--- src/rtl/alu_md_unit_if.sv ---
// Execute-stage bus for alu_md_unit. The pipeline drives the operation
// request, and the unit returns its results and flags.
interface alu_md_unit_if #(
   parameter int WIDTH = 32
);
   logic             start;
   logic [4:0]       aluc;
   logic [WIDTH-1:0] a;
   logic [WIDTH-1:0] b;
   logic             busy;
   logic             done;
   logic [WIDTH-1:0] r;
   logic [WIDTH-1:0] hi;
   logic             zero;
   logic             carry;
   logic             negative;
   logic             overflow;

   modport master (
      output start, aluc, a, b,
      input  busy, done, r, hi, zero, carry, negative, overflow
   );

   modport slave (
      input  start, aluc, a, b,
      output busy, done, r, hi, zero, carry, negative, overflow
   );
endinterface

--- src/rtl/alu_md_unit.sv ---
// Registered ALU with an iterative multiply/divide unit. Codes 0-15 and
// 20-31 complete one edge after they are accepted. Codes 16-19 run a
// shift-add or restoring-divide loop for WIDTH cycles while busy is high.
module alu_md_unit #(
   parameter int WIDTH = 32
) (
   input logic         clk,
   input logic         rst,
   alu_md_unit_if.slave bus
);
   localparam int SW = $clog2(WIDTH);
   localparam logic [0:0] IDLE   = 1'b0;
   localparam logic [0:0] MD_RUN = 1'b1;
   localparam logic [WIDTH-1:0] MIN_NEG = {1'b1, {(WIDTH-1){1'b0}}};

   logic [0:0]       state;
   logic [SW-1:0]    cnt;
   logic             vld_p0;
   logic [4:0]       code_p0;
   logic [WIDTH-1:0] a_p0, b_p0;
   logic [WIDTH-1:0] acc_hi, acc_lo, mcand;
   logic [1:0]       md_op;
   logic             md_neg_q, md_neg_r, md_dz, md_ovf;

   logic             accept, is_md_in, sgn_in, md_last;
   logic [WIDTH:0]   sum, shifted;
   logic [WIDTH-1:0] diff, step_hi, step_lo, quo, rem;
   logic [2*WIDTH-1:0] prod;
   logic [WIDTH-1:0] md_r, md_hi;
   logic             md_z, md_c, md_n, md_v;
   logic [SW-1:0]    sh;
   logic [WIDTH:0]   sum_s, shl;
   logic [WIDTH:0]   shr;
   logic [WIDTH-1:0] dif_s, sra;
   logic             lt_u, lt_s;
   logic [WIDTH-1:0] sc_r;
   logic             sc_z, sc_c, sc_n, sc_v;

   // Magnitude of a two's-complement operand when the operation is signed.
   function automatic logic [WIDTH-1:0] mag(input logic [WIDTH-1:0] v, input logic sgn);
      return (sgn && v[WIDTH-1]) ? -v : v;
   endfunction

   assign is_md_in = (bus.aluc[4:2] == 3'b100);
   assign sgn_in   = bus.aluc[0];
   assign accept   = bus.start && (state == IDLE);
   assign md_last  = (state == MD_RUN) && (cnt == SW'(WIDTH - 1));
   assign bus.busy = (state == MD_RUN);

   // Control: the FSM, the iteration counter and the single-cycle valid.
   always_ff @(posedge clk or posedge rst) begin
      if (rst) begin
         state  <= IDLE;
         cnt    <= '0;
         vld_p0 <= 1'b0;
      end else begin
         vld_p0 <= accept && !is_md_in;
         if (state == IDLE) begin
            if (accept && is_md_in) begin
               state <= MD_RUN;
               cnt   <= '0;
            end
         end else begin
            cnt <= cnt + SW'(1);
            if (md_last) state <= IDLE;
         end
      end
   end

   // Operand capture on accept, then one multiply/divide step per busy cycle.
   always_ff @(posedge clk) begin
      if (accept) begin
         a_p0     <= bus.a;
         b_p0     <= bus.b;
         code_p0  <= bus.aluc;
         md_op    <= bus.aluc[1:0];
         acc_hi   <= '0;
         acc_lo   <= mag(bus.a, sgn_in);
         mcand    <= mag(bus.b, sgn_in);
         md_neg_q <= sgn_in && (bus.a[WIDTH-1] ^ bus.b[WIDTH-1]);
         md_neg_r <= sgn_in && bus.a[WIDTH-1];
         md_dz    <= (bus.b == '0);
         md_ovf   <= sgn_in && (bus.a == MIN_NEG) && (bus.b == '1);
      end else if (state == MD_RUN) begin
         acc_hi <= step_hi;
         acc_lo <= step_lo;
      end
   end

   // One iteration: restoring-divide bit or shift-add multiply bit.
   always_comb begin
      sum     = '0;
      shifted = '0;
      diff    = '0;
      step_hi = acc_hi;
      step_lo = acc_lo;
      if (md_op[1]) begin
         shifted = {acc_hi, acc_lo[WIDTH-1]};
         diff    = shifted[WIDTH-1:0] - mcand;
         if (shifted >= {1'b0, mcand}) begin
            step_hi = diff;
            step_lo = {acc_lo[WIDTH-2:0], 1'b1};
         end else begin
            step_hi = shifted[WIDTH-1:0];
            step_lo = {acc_lo[WIDTH-2:0], 1'b0};
         end
      end else begin
         sum     = {1'b0, acc_hi} + (acc_lo[0] ? {1'b0, mcand} : {(WIDTH+1){1'b0}});
         step_hi = sum[WIDTH:1];
         step_lo = {sum[0], acc_lo[WIDTH-1:1]};
      end
   end

   // Sign restoration, special cases and flags for the final iteration.
   always_comb begin
      prod = {step_hi, step_lo};
      if (md_neg_q) prod = -prod;
      quo  = md_neg_q ? -step_lo : step_lo;
      rem  = md_neg_r ? -step_hi : step_hi;
      md_r = prod[WIDTH-1:0];
      md_hi = prod[2*WIDTH-1:WIDTH];
      md_c = 1'b0;
      md_n = 1'b0;
      md_v = 1'b0;
      case (md_op)
         2'b00: md_c = (md_hi != '0);
         2'b01: begin
            md_v = (md_hi != {WIDTH{md_r[WIDTH-1]}});
            md_n = md_hi[WIDTH-1];
         end
         default: begin
            if (md_dz) begin
               md_r  = '1;
               md_hi = a_p0;
               md_v  = 1'b1;
               md_c  = 1'b1;
            end else if (md_ovf) begin
               md_r  = MIN_NEG;
               md_hi = '0;
               md_v  = 1'b1;
            end else begin
               md_r  = quo;
               md_hi = rem;
            end
            md_n = md_op[0] && md_r[WIDTH-1];
         end
      endcase
      md_z = (md_r == '0) && (md_hi == '0);
   end

   // Single-cycle ALU operations evaluated on the captured operands.
   always_comb begin
      sh    = a_p0[SW-1:0];
      sum_s = {1'b0, a_p0} + {1'b0, b_p0};
      dif_s = a_p0 - b_p0;
      lt_u  = (a_p0 < b_p0);
      lt_s  = ($signed(a_p0) < $signed(b_p0));
      shl   = {1'b0, b_p0} << sh;
      shr   = {b_p0, 1'b0} >> sh;
      sra   = $unsigned($signed(b_p0) >>> sh);
      sc_r  = '0;
      sc_c  = 1'b0;
      sc_v  = 1'b0;
      case (code_p0)
         5'd0:  begin sc_r = sum_s[WIDTH-1:0]; sc_c = sum_s[WIDTH]; end
         5'd1:  begin sc_r = dif_s; sc_c = lt_u; end
         5'd2:  begin
            sc_r = sum_s[WIDTH-1:0];
            sc_v = (a_p0[WIDTH-1] == b_p0[WIDTH-1]) && (sc_r[WIDTH-1] != a_p0[WIDTH-1]);
         end
         5'd3:  begin
            sc_r = dif_s;
            sc_v = (a_p0[WIDTH-1] != b_p0[WIDTH-1]) && (sc_r[WIDTH-1] != a_p0[WIDTH-1]);
         end
         5'd4:  sc_r = a_p0 & b_p0;
         5'd5:  sc_r = a_p0 | b_p0;
         5'd6:  sc_r = a_p0 ^ b_p0;
         5'd7:  sc_r = ~(a_p0 | b_p0);
         5'd8, 5'd9: sc_r = {b_p0[WIDTH/2-1:0], {(WIDTH/2){1'b0}}};
         5'd10: begin sc_r = {{(WIDTH-1){1'b0}}, lt_u}; sc_c = lt_u; end
         5'd11: sc_r = {{(WIDTH-1){1'b0}}, lt_s};
         5'd12: begin sc_r = sra; sc_c = shr[0]; end
         5'd13: begin sc_r = shr[WIDTH:1]; sc_c = shr[0]; end
         5'd14, 5'd15: begin sc_r = shl[WIDTH-1:0]; sc_c = shl[WIDTH]; end
         default: sc_r = '0;
      endcase
      sc_z = (sc_r == '0);
      sc_n = sc_r[WIDTH-1];
      if (code_p0 == 5'd10) begin
         sc_z = (a_p0 == b_p0);
      end else if (code_p0 == 5'd11) begin
         sc_z = (a_p0 == b_p0);
         sc_n = lt_s;
      end else if (code_p0 > 5'd15) begin
         sc_z = 1'b0;
         sc_n = 1'b0;
      end
   end

   // Result registers: updated only on completion and held otherwise.
   always_ff @(posedge clk or posedge rst) begin
      if (rst) begin
         bus.done     <= 1'b0;
         bus.r        <= '0;
         bus.hi       <= '0;
         bus.zero     <= 1'b0;
         bus.carry    <= 1'b0;
         bus.negative <= 1'b0;
         bus.overflow <= 1'b0;
      end else begin
         bus.done <= 1'b0;
         if (vld_p0) begin
            bus.done     <= 1'b1;
            bus.r        <= sc_r;
            bus.zero     <= sc_z;
            bus.carry    <= sc_c;
            bus.negative <= sc_n;
            bus.overflow <= sc_v;
         end else if (md_last) begin
            bus.done     <= 1'b1;
            bus.r        <= md_r;
            bus.hi       <= md_hi;
            bus.zero     <= md_z;
            bus.carry    <= md_c;
            bus.negative <= md_n;
            bus.overflow <= md_v;
         end
      end
   end
endmodule

--- src/flat_wrapper.sv ---
// flat-port wrapper written by rule: the top's interface ports become plain ports
module alu_md_unit_flat 
#(
   parameter int WIDTH = 32
)
  (clk, rst, bus_start, bus_aluc, bus_a, bus_b, bus_busy, bus_done, bus_r, bus_hi, bus_zero, bus_carry, bus_negative, bus_overflow);
  alu_md_unit_if #(.WIDTH(WIDTH)) bus_i ();
  input logic clk;
  input logic rst;
  input wire logic [$bits(bus_i.start)-1:0] bus_start;
  input wire logic [$bits(bus_i.aluc)-1:0] bus_aluc;
  input wire logic [$bits(bus_i.a)-1:0] bus_a;
  input wire logic [$bits(bus_i.b)-1:0] bus_b;
  output wire logic [$bits(bus_i.busy)-1:0] bus_busy;
  output wire logic [$bits(bus_i.done)-1:0] bus_done;
  output wire logic [$bits(bus_i.r)-1:0] bus_r;
  output wire logic [$bits(bus_i.hi)-1:0] bus_hi;
  output wire logic [$bits(bus_i.zero)-1:0] bus_zero;
  output wire logic [$bits(bus_i.carry)-1:0] bus_carry;
  output wire logic [$bits(bus_i.negative)-1:0] bus_negative;
  output wire logic [$bits(bus_i.overflow)-1:0] bus_overflow;
  assign bus_i.start = bus_start;
  assign bus_i.aluc = bus_aluc;
  assign bus_i.a = bus_a;
  assign bus_i.b = bus_b;
  assign bus_busy = bus_i.busy;
  assign bus_done = bus_i.done;
  assign bus_r = bus_i.r;
  assign bus_hi = bus_i.hi;
  assign bus_zero = bus_i.zero;
  assign bus_carry = bus_i.carry;
  assign bus_negative = bus_i.negative;
  assign bus_overflow = bus_i.overflow;
  alu_md_unit #(.WIDTH(WIDTH)) u_core (.clk(clk), .rst(rst), .bus(bus_i));
endmodule
--- config.mk ---
export PLATFORM = sky130hd
export DESIGN_NAME = alu_md_unit_flat
export DESIGN_NICKNAME = d
export VERILOG_FILES = /design/src/rtl/alu_md_unit_if.sv /design/src/rtl/alu_md_unit.sv /design/src/flat_wrapper.sv
export SDC_FILE = /design/constraint.sdc
export NUM_CORES = 1
export LEC_CHECK = 0
export BUFFER_PORTS_ARGS = -buffer_cell sky130_fd_sc_hd__buf_2
export CAP_MARGIN = 15
export CELL_PAD_IN_SITES_DETAIL_PLACEMENT = 1
export CELL_PAD_IN_SITES_GLOBAL_PLACEMENT = 1
export CORE_ASPECT_RATIO = 1.5
export CORE_UTILIZATION = 35
export DETAILED_ROUTE_END_ITERATION = 12
export PLACE_DENSITY_LB_ADDON = 0.1
export SYNTH_ARGS = -nofsm -noshare
export SYNTH_HDL_FRONTEND = slang
export SYNTH_SLANG_ARGS = --single-unit
--- constraint.sdc ---
create_clock -name clk -period 20.1 [get_ports clk]
set_input_delay 1.005 -clock clk [delete_from_list [all_inputs] [get_ports clk]]
set_output_delay 1.005 -clock clk [all_outputs]
set_load 0.03 [all_outputs]
Word level (Yosys, flattened, before mapping) --
Cells that the tools add are included.
Word-level totals: register bits after elaboration 247, output and inout bits 70, word-level logic and storage cells 154
Cells by class: add/sub/neg operators 10, order comparisons 4, equality and inequality tests 26, shift-type cells 3, muxes and demuxes 51, bitwise operators 7, reductions and logical operators 32
Operator list (count):
- 32-bit 2-to-1 mux | 19
- 32-bit one-hot mux with 12 select lines | 1
- 32-bit zero test | 4
- 32-bit negation | 4
- 32-bit equality test (second input constant) | 2
- 32-bit < comparator | 2
- 64-bit 2-to-1 mux | 1
- 64-bit negation | 1
- 32-bit subtractor | 2
- 5-bit by 4-bit equality test with 1-bit output (second input constant) | 8
- 32-bit by 32-bit adder with 33-bit output | 1
- 32-bit by 33-bit adder with 33-bit output | 1
- 33-bit by 32-bit greater-or-equal comparator with 1-bit output | 1
- 32-bit by 5-bit << shifter with 33-bit output | 1
- 33-bit by 5-bit right shift with 33-bit output | 1
- 32-bit bitwise AND | 1
- 32-bit equality test | 1
- 32-bit inequality test | 1
- 32-bit inverter | 1
- 32-bit bitwise OR | 1
- 32-bit nonzero test | 1
- 32-bit by 5-bit >>> shifter with 32-bit output | 1
- 32-bit XOR | 1
- 1-bit 2-to-1 mux | 23
- 22 further kinds | 53

Logic depth before layout (Yosys ltp) --
Gate-level depths: netlist (run 1).
depth in word-level cells 13, gate-level depth with buffers 28, depth with buffers taken out 23

Worst setup path before layout (run 1) --
No wires, ideal clock.
path type reg-to-reg, from reg u_core.code_p0[1], to reg u_core.bus.carry, library setup time 0.135 ns, arrival 6.854 ns, path slack 13.111 ns, stages on the path, launching flop included 25, path buffers 11, clock period less this slack 6.989 ns, path through edfxtp_1 > buf_2 > buf_2 > clkbuf_1 > buf_2 > buf_2 > buf_2 > buf_2 > buf_2 > buf_2 > buf_1 > buf_2 > mux2i_1 > ha_1 > o211ai_1 > nor2_1 > nand4_1 > or4_1 > or3_1 > or4_1 > o41ai_1 > xnor2_1 > or4_4 > nor4_1 > o211ai_1
On the way: cells in the longest elaborated chain, start to end 4
RTL lines:
- start: declaration | RTL line alu_md_unit.sv:19 | logic [4:0] code_p0;
- start signal: assignment | RTL line alu_md_unit.sv:75 | code_p0 <= bus.aluc;
- 5-bit by 4-bit equality test with 1-bit output / 5-bit by 1-bit equality test with 1-bit output (equally long branches) | RTL line alu_md_unit.sv:164 | case (code_p0)
- 2-bit OR reduction, on equally long branches
- 1-bit one-hot mux with 4 select lines * | RTL line alu_md_unit.sv:164
- 1-bit 2-to-1 mux * | RTL line alu_md_unit.sv:212 | if (vld_p0) begin
- end signal: assignment | RTL line alu_md_unit.sv:224 | bus.carry <= md_c;
- end: declaration | RTL line alu_md_unit_if.sv:26 | output busy, done, r, hi, zero, carry, negative, overflow
Mark *: on every way between the ends. The rest lies on a longest branch, timed or not. A chain may end at the register's enable or synchronous reset.

Final worst setup path (run 1) --
from reg u_core.acc_hi[6], to reg u_core.bus.carry
On the way: cells in the longest elaborated chain, start to end 9
RTL lines:
- start: declaration | RTL line alu_md_unit.sv:21 | logic [WIDTH-1:0] acc_hi, acc_lo, mcand;
- start signal: assignment | RTL line alu_md_unit.sv:85 | acc_hi <= step_hi;
- 32-bit subtractor / 33-bit by 32-bit greater-or-equal comparator with 1-bit output (equally long branches) | RTL line alu_md_unit.sv:99, alu_md_unit.sv:100
- 32-bit 2-to-1 mux / 1-bit 2-to-1 mux (equally long branches) | RTL line alu_md_unit.sv:100 | if (shifted >= {1'b0, mcand}) begin
- 32-bit 2-to-1 mux | RTL line alu_md_unit.sv:97 | if (md_op[1]) begin
- 64-bit negation | RTL line alu_md_unit.sv:117 | if (md_neg_q) prod = -prod;
- 64-bit 2-to-1 mux * | RTL line alu_md_unit.sv:117
- 32-bit nonzero test * | RTL line alu_md_unit.sv:126 | 2'b00: md_c = (md_hi != '0);
- 1-bit one-hot mux with 2 select lines * | RTL line alu_md_unit.sv:125 | case (md_op)
- 1-bit 2-to-1 mux * | RTL line alu_md_unit.sv:219 | end else if (md_last) begin
- 1-bit 2-to-1 mux * | RTL line alu_md_unit.sv:212
Mark *: on every way between the ends. The rest lies on a longest branch, timed or not. The select of a mux whose other input is x is not followed.

==> impl_metrics.json, run 1 <==
{
  "clk_path_buf_depth": 3,
  "grt_overflow": 0,
  "period_share_pct": 37.1,
  "top_level_ports": 142,
  "finClkSkew_ns": 0.0330,
  "grt_use_total_pct": 38.0,
  "mux_contribution_to_synthesized_area_pct": 7.45,
  "cts_resized": 0,
  "setup_viol_count_final": 0,
  "place.detailed.hpwl_mm": 129,
  "grt_pass1_wl_mm": 232,
  "end_kind": "register",
  "grt_start_max_net_pins": 98,
  "drt-initial-drc-count": 2210,
  "core_area_um2": 81500,
  "combinational_family_with_the_most_area_after_synthesis": "compound AO/OA/AOI/OAI gates",
  "postSynthNetCount": 3997,
  "timing.slew.headroom_pct": 12.4,
  "fin_tns_setup_ns": 0,
  "die_h_um": 354,
  "synth_compound_area_share_pct": 29.2,
  "global_route.peak_usage_layer": "met2",
  "ir_worst_vdd_v": 0.000100,
  "maxCapViolations": 0,
  "synth.most_common_cell": "sky130_fd_sc_hd__nor2_1",
  "holdBufCountCts": 0,
  "antenna_violations_before_repair": 9,
  "htree_levels": 1,
  "syn_area_um2": 29000,
  "total_chip_power_w": 0.00507,
  "postSynth.topFlopCell": "sky130_fd_sc_hd__edfxtp_1",
  "synth-simple-area-share_pct": 20.9,
  "ys_seq_area_share_pct": 22.9,
  "wirelength_mm": 162,
  "cp_data_required_time_ns": 20.59,
  "worstHoldPathType": "in -> async",
  "synth_warnings": 0,
  "synth.area.top_cells": "sky130_fd_sc_hd__edfxtp_1 (14%), sky130_fd_sc_hd__ha_1 (7.2%), sky130_fd_sc_hd__dfrtp_1 (6.6%)",
  "netlist_instances": 3754,
  "drive_above_1_share_pct": 11.7,
  "clock.fmax_ghz": 0.134,
  "initial_core_util_pct": 35.5,
  "worst-path-max-fanout": 22,
  "post_synth_xor_area_fraction_pct": 6.02,
  "critPathArrivalTime_ns": 7.95,
  "postSynthRegisterBits": 244,
  "synth_largest_area_cell": "sky130_fd_sc_hd__edfxtp_1",
  "wl_per_cell_um": 33.5,
  "cp_cell_sequence": "ha_1 > and3_1 > and3_1 > a211o_1 > a32oi_2 > buf_4 > o211ai_4 > nand2_1 > ha_1 > o211ai_1 > nor2_1 > nand4_1 > or4_1 > or3_1 > or4_1 > o41ai_1 > xnor2_1 > or4_4 > nor4_1 > o211ai_1",
  "edff_count_synth": 136,
  "number_of_fillers_in_the_final_layout": 9871,
  "detail_route.drc_violations": 0,
  "number_of_vias_per_cell": 6.48,
  "antenna_left": 0,
  "root_buffer": "sky130_fd_sc_hd__clkbuf_16",
  "fp.dieArea_um2": 83900,
  "final_weighted_congestion_in_routability_driven_placement": 1.08,
  "cpMaxStageDelayCell": "sky130_fd_sc_hd__nor4_1",
  "clkTransAtPathRegs_ns": 0.07,
  "startpoint_type": "register",
  "slowest_delay_ns": 0.69,
  "tritoncts": "built",
  "synth_top_area_share_pct": 14.1,
  "flow.area_growth_from_synthesis_pct": 9.82,
  "total_leakage_power_nw": 12.7,
  "report.final.hold_viol_count": 0,
  "global_route_met1_usage_pct": 39.8,
  "asyncSetResetFlopFracSynth_pct": 31.1,
  "final_max_slew_viol_count": 0,
  "setup_repair_bufs_after_cts": 0,
  "first_pass_iters": 7,
  "via_count": 31300,
  "die_width_um": 237,
  "core.rowCount": 128,
  "yosys.cell_types.count": 97,
  "via_count_of_the_first_global_routing_pass": 32200,
  "outcome": "complete, no violations",
  "grtUsageMet3_pct": 6.15,
  "synth.top_cells.by_count": "sky130_fd_sc_hd__nor2_1 (360), sky130_fd_sc_hd__nand2_1 (347), sky130_fd_sc_hd__a21oi_1 (303)",
  "ratio_of_total_power_to_cell_area_nw_per_um2": 159,
  "clock_sink_count": 244,
  "critPathKind": "reg -> reg",
  "clk_latency_ns": 0.64,
  "cts-buffers-inserted": 30,
  "avgSynthCellArea_um2": 7.72,
  "yosys.area_share.adder_pct": 7.49,
  "port_buffers": 141,
  "final_period_minus_worst_setup_slack_ns": 7.46,
  "net_count_reported_at_finish": 4009,
  "timing_worst_slew_pin_value_ns": 1.31,
  "globalRouteMet2Util_pct": 65.7,
  "rsz_0062_raised_after_global_routing": "no"
}
-- metal layers --
metal	wire length, µm	vias to the layer above
met5	26	-
met4	16500	4
met3	8480	496
met2	78900	1149
met1	58100	15600
li1	-	14100
-- area by class of cell --
class / instances / area, µm² / share of cell area [%]
multi-input cells: 3062 / 20600 / 64.8
repair buffers: 242 / 1480 / 4.66
clock inverters: 19 / 239 / 0.751
diodes: 6 / 15.0 / 0.0472
inverters: 186 / 706 / 2.22
clock buffers: 37 / 817 / 2.57
flip-flops and latches: 244 / 6630 / 20.8
well taps: 1040 / 1300 / 4.09
-- kinds of logic (layout without fill, tap and decap cells) --
group / after synthesis / in the layout
AOI/OAI and AO/OA: 1263 / 1263
and+or+nand+nor: 1252 / 1252
buffers and inverters: 448 / 484
DFF: 244 / 244
xor gates and xnor gates: 199 / 199
muxes: 177 / 177
adders and majority gates: 171 / 171
other: 0 / 6
-- sequential cells by signal (all words and copies together) (netlist names), 5 cells and up --
signal / count
u_core.bus.r: 32
u_core.mcand: 31
u_core.acc_hi: 32
u_core.code_p0: 5
u_core.acc_lo: 32
u_core.b_p0: 32
u_core.cnt: 5
u_core.a_p0: 32
u_core.bus.hi: 32
-- cell usage in the layout (no fill, tap or decap), types with 53 or more instances in the layout --
cell,synthesis,layout
sky130_fd_sc_hd__nor2_1,360,358
sky130_fd_sc_hd__nand2_1,347,346
sky130_fd_sc_hd__a21oi_1,303,302
sky130_fd_sc_hd__o21ai_0,296,296
sky130_fd_sc_hd__inv_1,182,181
sky130_fd_sc_hd__ha_1,167,167
sky130_fd_sc_hd__buf_2,31,141
sky130_fd_sc_hd__edfxtp_1,136,136
sky130_fd_sc_hd__xnor2_1,122,122
sky130_fd_sc_hd__mux2i_1,101,101
sky130_fd_sc_hd__buf_4,2,98
sky130_fd_sc_hd__nor3_1,90,89
sky130_fd_sc_hd__xor2_1,77,77
sky130_fd_sc_hd__nand3_1,76,76
sky130_fd_sc_hd__dfrtp_1,76,76
sky130_fd_sc_hd__and2_1,72,73
sky130_fd_sc_hd__nand4_1,67,67
sky130_fd_sc_hd__a211oi_1,64,64
sky130_fd_sc_hd__o31ai_1,59,59
sky130_fd_sc_hd__a21o_1,53,53
-- metrics by stage --
step	worst slack, ns	utilization [%]	hold WS, ns	instance area (µm²)	instances
floorplan	13.11	-	0.450	29000	3754
global placement	12.89	37.7	0.467	30700	4772
detailed placement	12.78	37.7	0.473	30700	4772
CTS	12.75	39.0	0.297	31800	4828
global route	12.32	39.0	0.320	31800	4831
finish	12.64	39.0	0.307	31800	4836
-- worst max-delay path: cells and delay by family (launching register included) --
family / cells / cell delay [ns]
buffers and inverters: 1 / 0.31
AO/OA/AOI/OAI: 6 / 1.61
flip-flops: 1 / 0.46
AND/OR/NAND/NOR: 10 / 4.12
adder cells (fa/ha/maj): 2 / 0.61
XOR/XNOR: 1 / 0.18
-- where the power goes --
part / internal, W / switching (W) / total (W)
combinational: 0.00113 / 0.00241 / 0.00354
clock: 0.000334 / 0.000262 / 0.000596
sequential: 0.000715 / 0.000217 / 0.000932
total: 0.00218 / 0.00289 / 0.00507
-- worst paths after layout --
| path | startpoint | to | slack, ns | depth (start not counted) |
|---|---|---|---|---|
| worst max-delay path | u_core.acc_hi[6]$_SDFFE_PP0P_ | u_core.bus.carry$_DFFE_PP0P_ | 12.64 | 20 |
| worst min-delay path | rst | u_core.bus.done$_DFF_PP0_ | 0.31 | 2 |
| worst max register to register | u_core.acc_hi[6]$_SDFFE_PP0P_ | u_core.bus.carry$_DFFE_PP0P_ | 12.64 | 20 |
| worst min register to register | u_core.bus.hi[24]$_DFFE_PP0P_ | u_core.bus.hi[24]$_DFFE_PP0P_ | 0.48 | 2 |
| max in group asynchronous | rst | u_core.bus.hi[9]$_DFFE_PP0P_ | 18.52 | 3 |
| min in group clk | u_core.bus.hi[24]$_DFFE_PP0P_ | u_core.bus.hi[24]$_DFFE_PP0P_ | 0.48 | 2 |
(Power assumes the default switching activity.)
==> run 2, diff against run 1 <==
--- a/config.mk
+++ b/config.mk
@@ -5,6 +5,7 @@
 export SDC_FILE = /design/constraint.sdc
 export NUM_CORES = 1
 export LEC_CHECK = 0
+export ABC_AREA = 1
 export BUFFER_PORTS_ARGS = -buffer_cell sky130_fd_sc_hd__buf_2
 export CAP_MARGIN = 15
 export CELL_PAD_IN_SITES_DETAIL_PLACEMENT = 1
==> constraint.sdc (replaced) <==
create_clock -name clk -period 7.1 [get_ports clk]
set_input_delay 0.355 -clock clk [delete_from_list [all_inputs] [get_ports clk]]
set_output_delay 0.355 -clock clk [all_outputs]
set_load 0.03 [all_outputs]
==> run 2 against run 1 <==
Critical path type unchanged. Register-to-register slack lost 11 ns. Non-clock buffer count shrank 10. Core utilization is essentially flat. Setup slack lost 11 ns. Sequential cell count is the same. Design area grew 4.1%.
==> impl_metrics.json, run 2 <==
{
  "outcome": "complete, no violations",
  "postSynthRegisterBits": 244,
  "ratio_of_total_power_to_cell_area_nw_per_um2": 407,
  "tritoncts": "built",
  "cpMaxStageDelayCell": "sky130_fd_sc_hd__edfxtp_1",
  "grt_pass1_wl_mm": 259,
  "critical_path.n_buffers_inverters": 1,
  "post_synth_xor_area_fraction_pct": 2.69,
  "detailed_place.area_um2": 31800,
  "fin_cells": 6242,
  "total_leakage_power_nw": 16.4,
  "synth_top_area_share_pct": 19.5,
  "drive_above_1_share_pct": 8.11,
  "globalRouteMet2Util_pct": 69.7,
  "period_share_pct": 82.0,
  "finClkSkew_ns": 0.0320,
  "place.detailed.hpwl_mm": 150,
  "net_count_reported_at_finish": 5325,
  "global_route.peak_usage_layer": "met2",
  "p_seq_share_pct": 18.3,
  "worstHoldPathType": "in -> reg",
  "first_pass_iters": 6,
  "clock.fmax_ghz": 0.172,
  "dp_cells": 6160,
  "final_common_cell": "sky130_fd_sc_hd__nand2_1",
  "yosys.area_share.adder_pct": 7.24,
  "clock_sink_count": 244,
  "grt_use_total_pct": 41.7,
  "clkTransAtPathRegs_ns": 0.07,
  "switching_portion_of_total_power_pct": 59.5,
  "startpoint_type": "register",
  "top_level_ports": 142,
  "grtUsageMet3_pct": 7.63,
  "fin_tns_setup_ns": 0,
  "cts-buffers-inserted": 29,
  "holdBufCountCts": 19,
  "antenna_left": 0,
  "final_cell_mix": "sky130_fd_sc_hd__nand2_1 (1558), sky130_fd_sc_hd__inv_1 (617), sky130_fd_sc_hd__nor2_1 (472)",
  "cp_data_required_time_ns": 7.65,
  "antenna_violations_before_repair": 18,
  "grt_start_max_net_pins": 122,
  "synth.area.top_cells": "sky130_fd_sc_hd__nand2_1 (20%), sky130_fd_sc_hd__edfxtp_1 (14%), sky130_fd_sc_hd__inv_1 (7.8%)",
  "core.rowCount": 131,
  "core_area_um2": 84900,
  "postSynthNetCount": 5260,
  "asyncSetResetFlopFracSynth_pct": 31.1,
  "die_width_um": 241,
  "htree_levels": 1,
  "number_of_vias_per_cell": 5.74,
  "setup_repair_bufs_after_cts": 0,
  "initial_core_util_pct": 35.3,
  "synth_largest_area_cell": "sky130_fd_sc_hd__nand2_1",
  "synth.most_common_cell": "sky130_fd_sc_hd__nand2_1",
  "synth.top_cells.by_count": "sky130_fd_sc_hd__nand2_1 (1559), sky130_fd_sc_hd__inv_1 (621), sky130_fd_sc_hd__nor2_1 (478)",
  "cellInternalPower_w": 0.00547,
  "report.final.hold_viol_count": 0,
  "slowest_delay_ns": 0.79,
  "setup_viol_count_final": 0,
  "avgSynthCellArea_um2": 5.97,
  "final_period_minus_worst_setup_slack_ns": 5.82,
  "mux_contribution_to_synthesized_area_pct": 0.367,
  "critPathMostFrequentCell": "sky130_fd_sc_hd__nand2_1",
  "final_weighted_congestion_in_routability_driven_placement": 1.04,
  "syn_area_um2": 30000,
  "flow.area_growth_from_synthesis_pct": 10.5,
  "postSynth.topFlopCell": "sky130_fd_sc_hd__edfxtp_1",
  "grt_overflow": 0,
  "critical-path-top-delay-family": "simple AND/OR/NAND/NOR gates",
  "detail_route.drc_violations": 0,
  "wirelength_mm": 183,
  "ys_seq_area_share_pct": 22.1,
  "netlist_instances": 5017,
  "cts_resized": 0,
  "critPathKind": "reg -> reg",
  "yosys.cell_types.count": 74,
  "portion_of_total_power_attributed_to_combinational_logic_pct": 68.7,
  "synth_warnings": 0,
  "maxCapViolations": 0,
  "fp.dieArea_um2": 86800,
  "finalInstanceArea_um2": 33100,
  "final_max_slew_viol_count": 0,
  "root_buffer": "sky130_fd_sc_hd__clkbuf_16",
  "end_kind": "register",
  "timing.slew.headroom_pct": 7.06,
  "power.switching_w": 0.00802,
  "via_count_of_the_first_global_routing_pass": 36500,
  "rsz_0062_raised_after_global_routing": "no",
  "combinational_family_with_the_most_area_after_synthesis": "simple AND/OR/NAND/NOR gates",
  "wl_per_cell_um": 29.2,
  "worst-path-max-fanout": 13,
  "clk_path_buf_depth": 3,
  "clkPwrFrac_pct": 13.0,
  "critPathArrivalTime_ns": 6.37,
  "clk_latency_ns": 0.63,
  "edff_count_synth": 136,
  "timing_worst_slew_pin_value_ns": 1.38,
  "ir_worst_vdd_v": 0.000245,
  "global_route_met1_usage_pct": 42.5,
  "die_h_um": 360,
  "synth-simple-area-share_pct": 38.2,
  "port_buffers": 141,
  "synth_compound_area_share_pct": 18.1,
  "drt-initial-drc-count": 2618,
  "via_count": 35900
}
==> run 2: power by group through the flow <==
| stage | sequential [W] | clock (W) | combinational, W |
|---|---|---|---|
| after floorplan | 0.00246 | 0 | 0.00574 |
| after global placement | 0.00246 | 0 | 0.00899 |
| after detailed placement | 0.00247 | 0 | 0.00904 |
| after CTS | 0.00245 | 0.00178 | 0.00910 |
| after global routing | 0.00248 | 0.00181 | 0.0100 |
| final | 0.00247 | 0.00176 | 0.00927 |
==> run 2: stage by stage <==
stage	worst slack, ns	util (%)	power, W	hold slack, ns
floorplan	2.48	-	0.00821	0.451
global placement	1.54	37.5	0.0114	0.309
detailed placement	1.41	37.5	0.0115	0.310
CTS	1.37	39.0	0.0133	0.00117
global route	0.888	39.0	0.0143	0.0177
finish	1.28	39.0	0.0135	0.0269
==> run 2: layout make-up <==
| class | instances | area, µm² |
|---|---|---|
| clock buffers | 35 | 758 |
| multi-input cells | 3916 | 20000 |
| repair buffers | 232 | 1470 |
| well taps | 1130 | 1410 |
| flip-flops and latches | 244 | 6630 |
| fillers | 11700 | 51800 |
| clock inverters | 19 | 310 |
| diodes | 7 | 17.5 |
| inverters | 659 | 2480 |
==> run 2: worst paths after layout <==
path	from	end	slack (ns)	cells past startpoint
max	u_core.b_p0[0]$_DFFE_PP_	u_core.bus.zero$_DFFE_PP0P_	1.28	31
min	bus_b[16]	u_core.b_p0[16]$_DFFE_PP_	0.03	1
max reg2reg	u_core.b_p0[0]$_DFFE_PP_	u_core.bus.zero$_DFFE_PP0P_	1.28	31
min reg2reg	u_core.bus.hi[10]$_DFFE_PP0P_	u_core.bus.hi[10]$_DFFE_PP0P_	0.48	2
max in group asynchronous	rst	u_core.bus.hi[22]$_DFFE_PP0P_	5.66	4
min in group asynchronous	rst	u_core.cnt[2]$_DFFE_PP0P_	0.22	3
==> run 2: cell families after synthesis <==
logic type	Yosys count
AOI/OAI and AO/OA	936
xor gates and xnor gates	92
adders and majority gates	171
buffers and inverters	857
DFF	244
muxes	11
and+or+nand+nor	2706
==> run 2: routing by layer <==
layer | wire, µm | part of all wire (%) | vias to the layer above
met2 | 86500 | 47 | 1246
met5 | 83 | 0.045 | -
met3 | 9690 | 5.3 | 579
met1 | 64200 | 35 | 17400
met4 | 22100 | 12 | 12
li1 | - | - | 16600
